### src/rtl/countdown_timer.sv
// Loadable down-counter timer with one-shot / auto-reload modes, a registered
// terminal-count pulse and a wrapping expiry counter.
//
// state | meaning
// IDLE  | loaded or reset, waiting for start
// RUN   | decrementing once per cycle
// HOLD  | paused by stop, count frozen
// DONE  | one-shot expired, count is 0
module countdown_timer #(
  parameter int WIDTH = 32
) (
  input  logic             clk,
  input  logic             rst,
  input  logic             load,
  input  logic [WIDTH-1:0] load_val,
  input  logic             start,
  input  logic             stop,
  input  logic             auto_reload,
  output logic [WIDTH-1:0] count,
  output logic             tc,
  output logic             busy,
  output logic [WIDTH-1:0] expire_cnt
);

  typedef enum logic [1:0] {IDLE, RUN, HOLD, DONE} state_t;

  localparam logic [WIDTH-1:0] ONE  = WIDTH'(1);
  localparam logic [WIDTH-1:0] ZERO = '0;

  state_t           state, state_nxt;
  logic [WIDTH-1:0] reload_reg, reload_nxt;
  logic [WIDTH-1:0] count_nxt, expire_nxt;
  logic             tc_nxt;
  logic             step;

  // State, counters and registered outputs; busy tracks the next state so it
  // lines up with state itself.
  always_ff @(posedge clk or posedge rst) begin
    if (rst) begin
      state      <= IDLE;
      count      <= ZERO;
      reload_reg <= ZERO;
      expire_cnt <= ZERO;
      tc         <= 1'b0;
      busy       <= 1'b0;
    end else begin
      state      <= state_nxt;
      count      <= count_nxt;
      reload_reg <= reload_nxt;
      expire_cnt <= expire_nxt;
      tc         <= tc_nxt;
      busy       <= (state_nxt == RUN);
    end
  end

  // Next-state and datapath: load > stop > start > counting. A start that
  // enters RUN from IDLE or HOLD also takes the first decrement that cycle,
  // while a restart from DONE reloads the full period instead.
  always_comb begin
    state_nxt  = state;
    count_nxt  = count;
    reload_nxt = reload_reg;
    expire_nxt = expire_cnt;
    tc_nxt     = 1'b0;
    step       = 1'b0;

    if (load) begin
      count_nxt  = load_val;
      reload_nxt = load_val;
      expire_nxt = ZERO;
      state_nxt  = IDLE;
    end else if (stop) begin
      if (state == RUN) state_nxt = HOLD;
    end else begin
      unique case (state)
        IDLE: if (start && count != ZERO) step = 1'b1;
        HOLD: if (start) step = 1'b1;
        DONE: begin
          if (start && reload_reg != ZERO) begin
            count_nxt = reload_reg;
            state_nxt = RUN;
          end
        end
        RUN:  step = 1'b1;
        default: state_nxt = IDLE;
      endcase
    end

    if (step) begin
      state_nxt = RUN;
      if (count > ONE) begin
        count_nxt = count - ONE;
      end else if (count == ONE) begin
        tc_nxt     = 1'b1;
        expire_nxt = expire_cnt + ONE;
        if (auto_reload) begin
          count_nxt = reload_reg;
        end else begin
          count_nxt = ZERO;
          state_nxt = DONE;
        end
      end else begin
        // Defensive only: RUN with a zero count has no period to time.
        state_nxt = DONE;
      end
    end
  end

endmodule

### config.mk
export PLATFORM = sky130hd
export DESIGN_NAME = countdown_timer
export DESIGN_NICKNAME = d
export VERILOG_FILES = /design/src/rtl/countdown_timer.sv
export SDC_FILE = /design/constraint.sdc
export NUM_CORES = 1
export LEC_CHECK = 0
export BUFFER_PORTS_ARGS = -buffer_cell sky130_fd_sc_hd__buf_2
export CORE_MARGIN = 10
export CORE_UTILIZATION = 51
export DETAILED_ROUTE_END_ITERATION = 10
export PLACE_DENSITY = 0.74
export SETUP_SLACK_MARGIN = 0.4
export SKIP_CTS_REPAIR_TIMING = 1
export SYNTH_ARGS = -nofsm -noshare
export SYNTH_HDL_FRONTEND = slang
export SYNTH_SLANG_ARGS = --single-unit
### constraint.sdc
create_clock -name clk -period 6.3 [get_ports clk]
set_input_delay 0.63 -clock clk [delete_from_list [all_inputs] [get_ports clk]]
set_output_delay 0.63 -clock clk [all_outputs]
set_load 0.03 [all_outputs]
==> results.sh, run 1 <==
export IMPL_syn2layout_area_growth_pct=15.06
export IMPL_final_period_utilization_pct=60.38
export IMPL_hold_viol_final=0
export IMPL_nets=758
export IMPL_overflow=0
export IMPL_syn_inst=642
export IMPL_clkPwrFrac_pct=34.1
export IMPL_setup_tns_ns=0
export IMPL_root_buffer="clkbuf_16"
export IMPL_num_io_pins=104
export IMPL_drt_initial_drc_count=704
export IMPL_h_tree_depth=3
export IMPL_power_share_combinational_pct=19.5
export IMPL_fp_dieW_um=127.5
export IMPL_r2r_end="expire_cnt[29]"
export IMPL_cts_buffers=9
export IMPL_period_needed_ns=3.804
export IMPL_slew_viol_final=0
export IMPL_relSlewSlack_pct=32.51
export IMPL_synth_flop_cell="dfrtp_1"
export IMPL_cpLargestDelayFamily="simple AND/OR/NAND/NOR gates"
export IMPL_rsz0062_at_grt="no"
export IMPL_synth_edf_count=0
export IMPL_placementRows=39
export IMPL_cts_sinks=100
export IMPL_dp_hpwl_mm=11.94
export IMPL_synthArstFlopShare_pct=100.0
export IMPL_crit_required_ns=6.58
export IMPL_stdcell_area_mm2=0.006778
export IMPL_port_buffers=103
export IMPL_crit_buf_inv=1
export IMPL_seq_area_frac_synth_pct=42.48
export IMPL_worst_pin_slew_ns=1.012
export IMPL_seq_power_share_pct=46.4
export IMPL_die_h_um=127.5
export IMPL_track_usage_pct=21.15
export IMPL_clk_path_buf_depth=2
export IMPL_routed_wl_mm=17.30
export IMPL_grt_pass1_vias=5591
export IMPL_floorplan_initialDensity_pct=51.81
export IMPL_p_sw_uw=546.0
export IMPL_path_max_fanout=30
export IMPL_clock_latency_ns=0.37
export IMPL_ys_types=55
export IMPL_reg2regPathDepth=7
export IMPL_synth_fp_nets=683
export IMPL_drc_errors=0
export IMPL_outcome="complete, no violations"
export IMPL_drive_gt1_share_pct=23.82
export IMPL_max_stage_delay_ns=0.89
export IMPL_diodes=0
export IMPL_p_int_mw=1.137
export IMPL_core_area_mm2=0.01137
export IMPL_synth_area_mm2=0.005891
export IMPL_synth_area_top_cells="dfrtp_1 (42%), mux2_2 (6.3%), a222oi_1 (4.8%)"
export IMPL_grt_max_degree=83
export IMPL_routabilityCongestion=0.8958
export IMPL_vias_per_cell=6.516
export IMPL_yosysTopAreaCell="dfrtp_1"
export IMPL_firstDrtPassIters=9
export IMPL_worstSetupPathType="register to register"
export IMPL_setup_viol=0
export IMPL_synth_seq_cells=100
export IMPL_crit_chain="nor4_1, nand3_1, or4b_1, or2_4, inv_1, a21oi_1, o21ai_0"
export IMPL_finClkSkew_ns=0.01132
export IMPL_power_density_mw_per_mm2=248.3
export IMPL_nFillCells=1025
export IMPL_die_area_mm2=0.01625
export IMPL_avgSynthCellArea_um2=9.175
export IMPL_netSwitchingFraction_pct=32.44
export IMPL_regToRegStartpoint="count[21]"
export IMPL_antenna_found_initial=0
export IMPL_vias=5636
export IMPL_p_leak_nw=2.897
export IMPL_crit_slowest_cell="or4b_1"
export IMPL_grt_first_pass_wirelength_mm=28.64
export IMPL_crit_path_end_kind="register"
export IMPL_max_freq_mhz=262.9
export IMPL_r2r_setup_slack_ns=2.50
export IMPL_crit_arrival_ns=4.08
export IMPL_yosysWarnings=0
export IMPL_ant_nets=0
export IMPL_place_area_mm2=0.006474
export IMPL_synth_top_cell_area_share_pct=42.48
export IMPL_wl_per_cell_um=19.99
export IMPL_worst_hold_path_type="input pin to asynchronous set/reset pin"
export IMPL_cts_tree="yes"
export IMPL_clk_pin_slew_ns=0.07
export IMPL_ir_drop_v=0.0003038
export IMPL_maxCapViolCount=0
export IMPL_startpoint_type="register"
[final cells by class]
type / instances / area, um2 / share of cell area, %
Multi-Input combinational cell: 478 / 3151 / 46.48
Sequential cell: 100 / 2502 / 36.92
Timing Repair Buffer: 111 / 575.6 / 8.492
Clock buffer: 9 / 225.2 / 3.323
Tap cell: 143 / 178.9 / 2.640
Clock inverter: 7 / 78.83 / 1.163
Inverter: 17 / 66.31 / 0.9784
[synthesized netlist by cell type (all sizes together) (17+ instances only)]
library cell,count
clkbuf,36
o21ai,40
nor4,30
nand3,18
mux2,33
inv,17
a222oi,28
xor2,20
o22ai,29
a21oi,42
nand2,52
nor3,27
nor2,32
dfrtp,100
[kinds of logic after synthesis]
logic type	Yosys count	synth area share, %
AO/OA/AOI/OAI	186	21.18
XOR/XNOR	28	4.163
adder cells (fa/ha/maj)	3	0.6373
buffers and inverters	64	4.545
flip-flops	100	42.48
multiplexers	37	6.988
AND/OR/NAND/NOR	224	20.01
[worst max-delay path by stage]
stage,startpoint,endpoint,slack (ns),cells after the start
6_report,count[21],expire_cnt[29],2.50,7
5_1_grt,count[21],expire_cnt[13],2.26,7
4_1_cts,count[21],expire_cnt[29],2.56,7
3_5_place_dp,load,expire_cnt[29],2.56,9
3_3_place_gp,count[21],expire_cnt[24],2.70,7
2_1_floorplan,rst,busy,3.05,1
[power by group through the flow]
stage	logic, mW	clock network (mW)	registers, mW
2_1_floorplan	0.181	0	0.825
3_3_place_gp	0.321	0	0.785
3_5_place_dp	0.327	0	0.789
4_1_cts	0.329	0.588	0.777
5_1_grt	0.358	0.616	0.789
6_report	0.328	0.574	0.781
[per-stage QoR]
step           util (%)  hold WS, ns  power, mW  std cells  setup slack [ns]
4_1_cts           59.61       0.2032      1.694        865             2.560
3_3_place_gp      56.94       0.4922      1.106        849             2.695
2_1_floorplan         -       0.5221      1.006        642             3.051
3_5_place_dp      56.94       0.5016      1.116        849             2.560
6_report          59.61       0.1963      1.683        865             2.496
5_1_grt           59.61       0.2031      1.763        865             2.255
[cell usage in the layout (no fill, tap or decap), drive strengths merged, types with 8 or more instances in the layout]
master	count
nand3	18
nor3	27
o21ai	40
xor2	20
clkbuf	9
nor2	32
mux2	33
nand2	52
nor4	30
o22ai	29
or4	9
or3	13
a21oi	42
dfrtp	100
buf	111
inv	21
a222oi	28
xnor2	8
a22oi	14
and3	10
[per-layer routing]
layer | up-vias | routed length (um) | track usage, %
li1 | 2600 | - | -
met1 | 2748 | 7316 | 27.05
met2 | 260 | 8190 | 33.36
met3 | 28 | 1464 | 6.741
met4 | 0 | 323 | 6.497
met5 | - | 0 | 0
Power figures use the tool's default switching activity.
==> run 2: changes to the inputs <==
ABC_AREA = 1   (was unset)
PLACE_DENSITY = 0.75   (was 0.74)
clock period = 3.4 ns   (was 6.3 ns; I/O delays follow)
==> run 2 against run 1 <==
  * Die area increased by 21%
  * Clock-buffer cell count unchanged
  * Total power up 93%
  * Sequential share of layout area is 6.5 points lower
  * Largest power group unchanged
  * Utilization down 0.83 points
  * Design area increased by 21%
  * Sequential power up 75%
  * First-iteration DRC count is 16% lower
==> results.sh, run 2 <==
export IMPL_clk_pin_slew_ns=0.07
export IMPL_top_layer_used="met4"
export IMPL_nFillCells=1394
export IMPL_track_usage_pct=21.75
export IMPL_reg2regPathDepth=12
export IMPL_wl_per_cell_um=15.33
export IMPL_finalPower_mw=3.240
export IMPL_synth_top_cell_area_share_pct=34.00
export IMPL_synth_most_common_cell="nand2_1"
export IMPL_period_needed_ns=2.736
export IMPL_startpoint_type="register"
export IMPL_setup_viol=0
export IMPL_core_area_mm2=0.01399
export IMPL_dp_cells=1391
export IMPL_maxCapViolCount=0
export IMPL_crit_required_ns=3.70
export IMPL_finClkSkew_ns=0.006751
export IMPL_mostFrequentLayoutCell="nand2_1"
export IMPL_place_area_mm2=0.007898
export IMPL_cp_endpoint="count[1]"
export IMPL_r2r_end="count[1]"
export IMPL_syn_inst=1149
export IMPL_root_buffer="clkbuf_16"
export IMPL_outcome="complete, no violations"
export IMPL_max_freq_mhz=365.5
export IMPL_h_tree_depth=3
export IMPL_grt_max_degree=84
export IMPL_route_met3_wl_mm=1.542
export IMPL_synthArstFlopShare_pct=100.0
export IMPL_regToRegStartpoint="count[0]"
export IMPL_nets=1263
export IMPL_seq_area_frac_synth_pct=34.00
export IMPL_yosys_top_cells_count="nand2_1 (459), nor2_1 (139), nand3_1 (107)"
export IMPL_cts_buffers=9
export IMPL_antenna_found_initial=0
export IMPL_synth_area_mm2=0.007361
export IMPL_finalNonFillerCells=1407
export IMPL_rsz0062_at_grt="no"
export IMPL_clk_path_buf_depth=2
export IMPL_synth_area_top_cells="dfrtp_1 (34%), nand2_1 (23%), nand3_1 (7.3%)"
export IMPL_fp_dieW_um=140.1
export IMPL_grt_pass1_vias=7213
export IMPL_worstSetupPathType="register to register"
export IMPL_power_density_mw_per_mm2=394.0
export IMPL_syn2layout_area_growth_pct=11.71
export IMPL_num_io_pins=104
export IMPL_die_area_mm2=0.01964
export IMPL_floorplan_initialDensity_pct=52.62
export IMPL_drt_initial_drc_count=592
export IMPL_grt_first_pass_wirelength_mm=35.80
export IMPL_synth_seq_cells=100
export IMPL_yosysWarnings=0
export IMPL_relSlewSlack_pct=29.82
export IMPL_worst_hold_path_type="input pin to asynchronous set/reset pin"
export IMPL_yosysTopAreaCell="dfrtp_1"
export IMPL_clock_latency_ns=0.36
export IMPL_ir_drop_v=0.0002629
export IMPL_setup_tns_ns=0
export IMPL_synth_fp_nets=1190
export IMPL_cts_sinks=100
export IMPL_drc_errors=0
export IMPL_routed_wl_mm=21.57
export IMPL_drive_gt1_share_pct=14.51
export IMPL_ys_types=30
export IMPL_ant_nets=0
export IMPL_stdcell_area_mm2=0.008223
export IMPL_layout_common_cells="nand2_1 (459), nor2_1 (138), nand3_1 (107), buf_2 (103), dfrtp_1 (100)"
export IMPL_final_period_utilization_pct=80.47
export IMPL_hold_ws_ns=0.1531
export IMPL_worst_pin_slew_ns=1.053
export IMPL_path_max_fanout=35
export IMPL_synth_flop_cell="dfrtp_1"
export IMPL_die_h_um=140.1
export IMPL_crit_path_end_kind="register"
export IMPL_overflow=0
export IMPL_wl_met1_mm=8.900
export IMPL_slew_viol_final=0
export IMPL_dp_hpwl_mm=15.08
export IMPL_synth_edf_count=0
export IMPL_cts_tree="yes"
export IMPL_cp_startpoint="count[0]"
export IMPL_r2r_setup_slack_ns=0.66
export IMPL_p_leak_nw=4.294
export IMPL_port_buffers=103
export IMPL_routabilityCongestion=1.004
export IMPL_vias=7505
export IMPL_avgSynthCellArea_um2=6.406
export IMPL_crit_arrival_ns=3.04
export IMPL_vias_per_cell=5.334
export IMPL_wl_met2_mm=10.57
export IMPL_hold_viol_final=0
export IMPL_diodes=0
export IMPL_firstDrtPassIters=5
export IMPL_placementRows=43
run 2: how the worst min path moves through the flow:
stage                                end  cells past startpoint
after floorplan            reload_reg[0]                      2
after global placement     reload_reg[3]                      2
after detailed placement   reload_reg[0]                      2
after CTS                  reload_reg[8]                      3
after global routing      reload_reg[19]                      3
final                      expire_cnt[0]                      2
run 2: routing by layer:
layer / track usage (%) / vias to the layer above
li1: - / 3748
met1: 25.80 / 3445
met2: 37.17 / 271
met3: 5.544 / 41
met4: 7.717 / 0
met5: 0 / -
run 2: final cells by class:
type                            instances  area [um2]  area share [%]
Clock buffer                            9       225.2           2.739
Clock inverter                          7       100.1           1.217
Inverter                               90       340.3           4.139
Multi-Input combinational cell        909        4234           51.49
Sequential cell                       100        2502           30.43
Tap cell                              180       225.2           2.739
Timing Repair Buffer                  112       595.6           7.243
run 2: cell families (layout without fill, tap and decap cells):
kind of cell | Yosys count | in the layout | synth area share (%)
flops | 100 | 100 | 34.00
simple gates | 769 | 769 | 45.28
buf+inv | 140 | 218 | 8.618
fa+ha+maj | 3 | 3 | 0.5100
xor+xnor | 43 | 43 | 5.117
compound gates | 94 | 94 | 6.476
run 2: through the flow:
step	util (%)	setup slack (ns)
global route	58.78	0.4075
finish	58.78	0.6641
CTS	58.78	0.6566
floorplan	-	0.4412
detailed placement	56.46	0.6751
global placement	56.46	0.7641
run 2: report_power, final:
group	switching, mW	total [mW]	internal [mW]
clock network	0.501	1.15	0.649
logic	0.502	0.716	0.214
registers	0.0980	1.37	1.28
total	1.10	3.24	2.14
run 2: critical path, stage by stage, from the launching register on:
cell,delay [ns]
dfrtp_1,0.37
inv_1,0.11
ha_1,0.27
nand2_2,0.13
nor2_4,0.06
nand2_4,0.10
nor2_8,0.06
nand2_2,0.07
nand2_4,0.07
a21oi_4,0.70
buf_4,0.50
o21ai_0,0.15
nand2_1,0.08
==> run 3: changes to the inputs <==
PLACE_DENSITY = 0.72   (was 0.75)
clock period = 2.8 ns   (was 3.4 ns; I/O delays follow)
==> run 3 against run 2 <==
  * The flow now finishes with violations (hold timing)
  * Sequential share of layout area is 0.10 points lower
  * Critical path depth stayed put
  * Clock skew is 0.0026 ns higher
  * Sequential power is 22% higher
  * Largest power group unchanged
  * Fmax is 19% higher
==> results.sh, run 3 (same netlist as run 2, synthesis figures left out) <==
export IMPL_hold_ws_ns=-0.01173
export IMPL_setup_viol=0
export IMPL_crit_required_ns=3.10
export IMPL_crit_chain="inv_1, ha_1, nand2_2, nor2_4, nand2_4, nor2_8, nand2_2, nand2_4, nand2_4, nand2_4, nand3_2, nand2_1"
export IMPL_clk_pin_slew_ns=0.07
export IMPL_diodes=0
export IMPL_period_needed_ns=2.290
export IMPL_num_io_pins=104
export IMPL_crit_top_cell="nand2_4"
export IMPL_max_stage_delay_ns=0.41
export IMPL_finClkSkew_ns=0.009367
export IMPL_p_leak_nw=4.315
export IMPL_outcome="complete, but fails checks"
export IMPL_grt_first_pass_wirelength_mm=35.98
export IMPL_clock_latency_ns=0.36
export IMPL_mostFrequentLayoutCell="nand2_1"
export IMPL_firstDrtPassIters=6
export IMPL_crit_buf_inv=1
export IMPL_worstSetupPathType="register to register"
export IMPL_clk_path_buf_depth=2
export IMPL_vias_per_cell=5.317
export IMPL_grt_max_degree=84
export IMPL_max_freq_mhz=436.6
export IMPL_port_buffers=103
export IMPL_startpoint_type="register"
export IMPL_floorplan_initialDensity_pct=52.62
export IMPL_setup_tns_ns=0
export IMPL_wl_per_cell_um=15.92
export IMPL_power_density_mw_per_mm2=469.5
export IMPL_violations="hold timing"
export IMPL_cts_buffers=9
export IMPL_final_period_utilization_pct=81.80
export IMPL_drc_errors=0
export IMPL_vias=7508
export IMPL_root_buffer="clkbuf_16"
export IMPL_cts_tree="yes"
export IMPL_hold_viol_final=24
export IMPL_relSlewSlack_pct=31.58
export IMPL_drt_initial_drc_count=637
export IMPL_core_area_mm2=0.01399
export IMPL_track_usage_pct=21.84
export IMPL_rsz0062_at_grt="yes"
export IMPL_pre_cts_slack_ns=0.2481
export IMPL_crit_arrival_ns=2.59
export IMPL_path_max_fanout=31
export IMPL_maxCapViolCount=0
export IMPL_nets=1268
export IMPL_h_tree_depth=3
export IMPL_slew_viol_final=0
export IMPL_placementRows=43
export IMPL_dp_hpwl_mm=15.16
export IMPL_nFillCells=1400
export IMPL_overflow=0
export IMPL_die_h_um=140.1
export IMPL_grt_pass1_vias=7058
export IMPL_setup_slack_ns=0.5097
export IMPL_syn2layout_area_growth_pct=12.09
export IMPL_layout_common_cells="nand2_1 (459), nor2_1 (138), nand3_1 (107), buf_2 (103), dfrtp_1 (100)"
export IMPL_fp_dieW_um=140.1
export IMPL_cts_sinks=100
export IMPL_routabilityCongestion=0.9168
export IMPL_worst_hold_path_type="input pin to asynchronous set/reset pin"
export IMPL_ant_nets=0
export IMPL_cpLargestDelayFamily="simple AND/OR/NAND/NOR gates"
export IMPL_antenna_found_initial=1
export IMPL_crit_path_end_kind="register"
export IMPL_reg2regPathDepth=12
export IMPL_path_depth=12
export IMPL_routed_wl_mm=22.48
export IMPL_crit_slowest_cell="nand2_4"
export IMPL_drive_gt1_share_pct=14.85
export IMPL_die_area_mm2=0.01964
export IMPL_ir_drop_v=0.0003235
export IMPL_worst_pin_slew_ns=1.026
-- run 3: final timing paths --
path | startpoint | endpoint | slack (ns)
min reg2reg | reload_reg[12] | reload_reg[12] | 0.57
min in group clk | load_val[8] | reload_reg[8] | 0.15
min | rst | expire_cnt[0] | -0.01
max reg2reg | count[0] | expire_cnt[9] | 0.51
max | count[0] | expire_cnt[9] | 0.51
max in group asynchronous | rst | count[1] | 1.99
-- run 3: layer usage --
| layer | vias to the layer above | track usage, % | wire (um) |
|---|---|---|---|
| met4 | 2 | 6.848 | 541 |
| li1 | 3753 | - | - |
| met2 | 306 | 36.60 | 10790 |
| met1 | 3405 | 27.22 | 9389 |
| met3 | 42 | 4.970 | 1743 |
| met5 | - | 0 | 15 |
-- run 3: per-stage QoR --
stage	power, mW	hold slack, ns	cells	instance area [um2]	utilization (%)
2_1_floorplan	2.318	0.4146	1149	7365	-
3_3_place_gp	2.552	0.3902	1391	7899	56.47
6_report	3.874	-0.01173	1412	8250	58.98
5_1_grt	4.075	0.03523	1412	8250	58.98
3_5_place_dp	2.561	0.3906	1391	7899	56.47
4_1_cts	3.884	-0.0009924	1407	8205	58.66
-- run 3: where the power goes --
| group | internal, mW | switching, mW | total [mW] |
|---|---|---|---|
| registers | 1.55 | 0.120 | 1.67 |
| logic | 0.263 | 0.617 | 0.881 |
| clock network | 0.707 | 0.618 | 1.32 |
-- run 3: final cells by class --
| type | instances | area (um2) | share of cell area (%) |
|---|---|---|---|
| Timing Repair Buffer | 115 | 618.1 | 7.492 |
| Inverter | 90 | 344.1 | 4.170 |
| Clock buffer | 9 | 225.2 | 2.730 |
| Sequential cell | 100 | 2502 | 30.33 |
| Clock inverter | 7 | 81.33 | 0.9857 |
| Multi-Input combinational cell | 911 | 4254 | 51.56 |
| Tap cell | 180 | 225.2 | 2.730 |
-- run 3: worst register-to-register path: stages, from the launching register on --
cell,delay (ns)
dfrtp_1,0.40
inv_1,0.14
ha_1,0.26
nand2_2,0.12
nor2_4,0.17
nand2_4,0.10
nor2_8,0.15
nand2_2,0.07
nand2_4,0.10
nand2_4,0.10
nand2_4,0.41
nand3_2,0.11
nand2_1,0.10
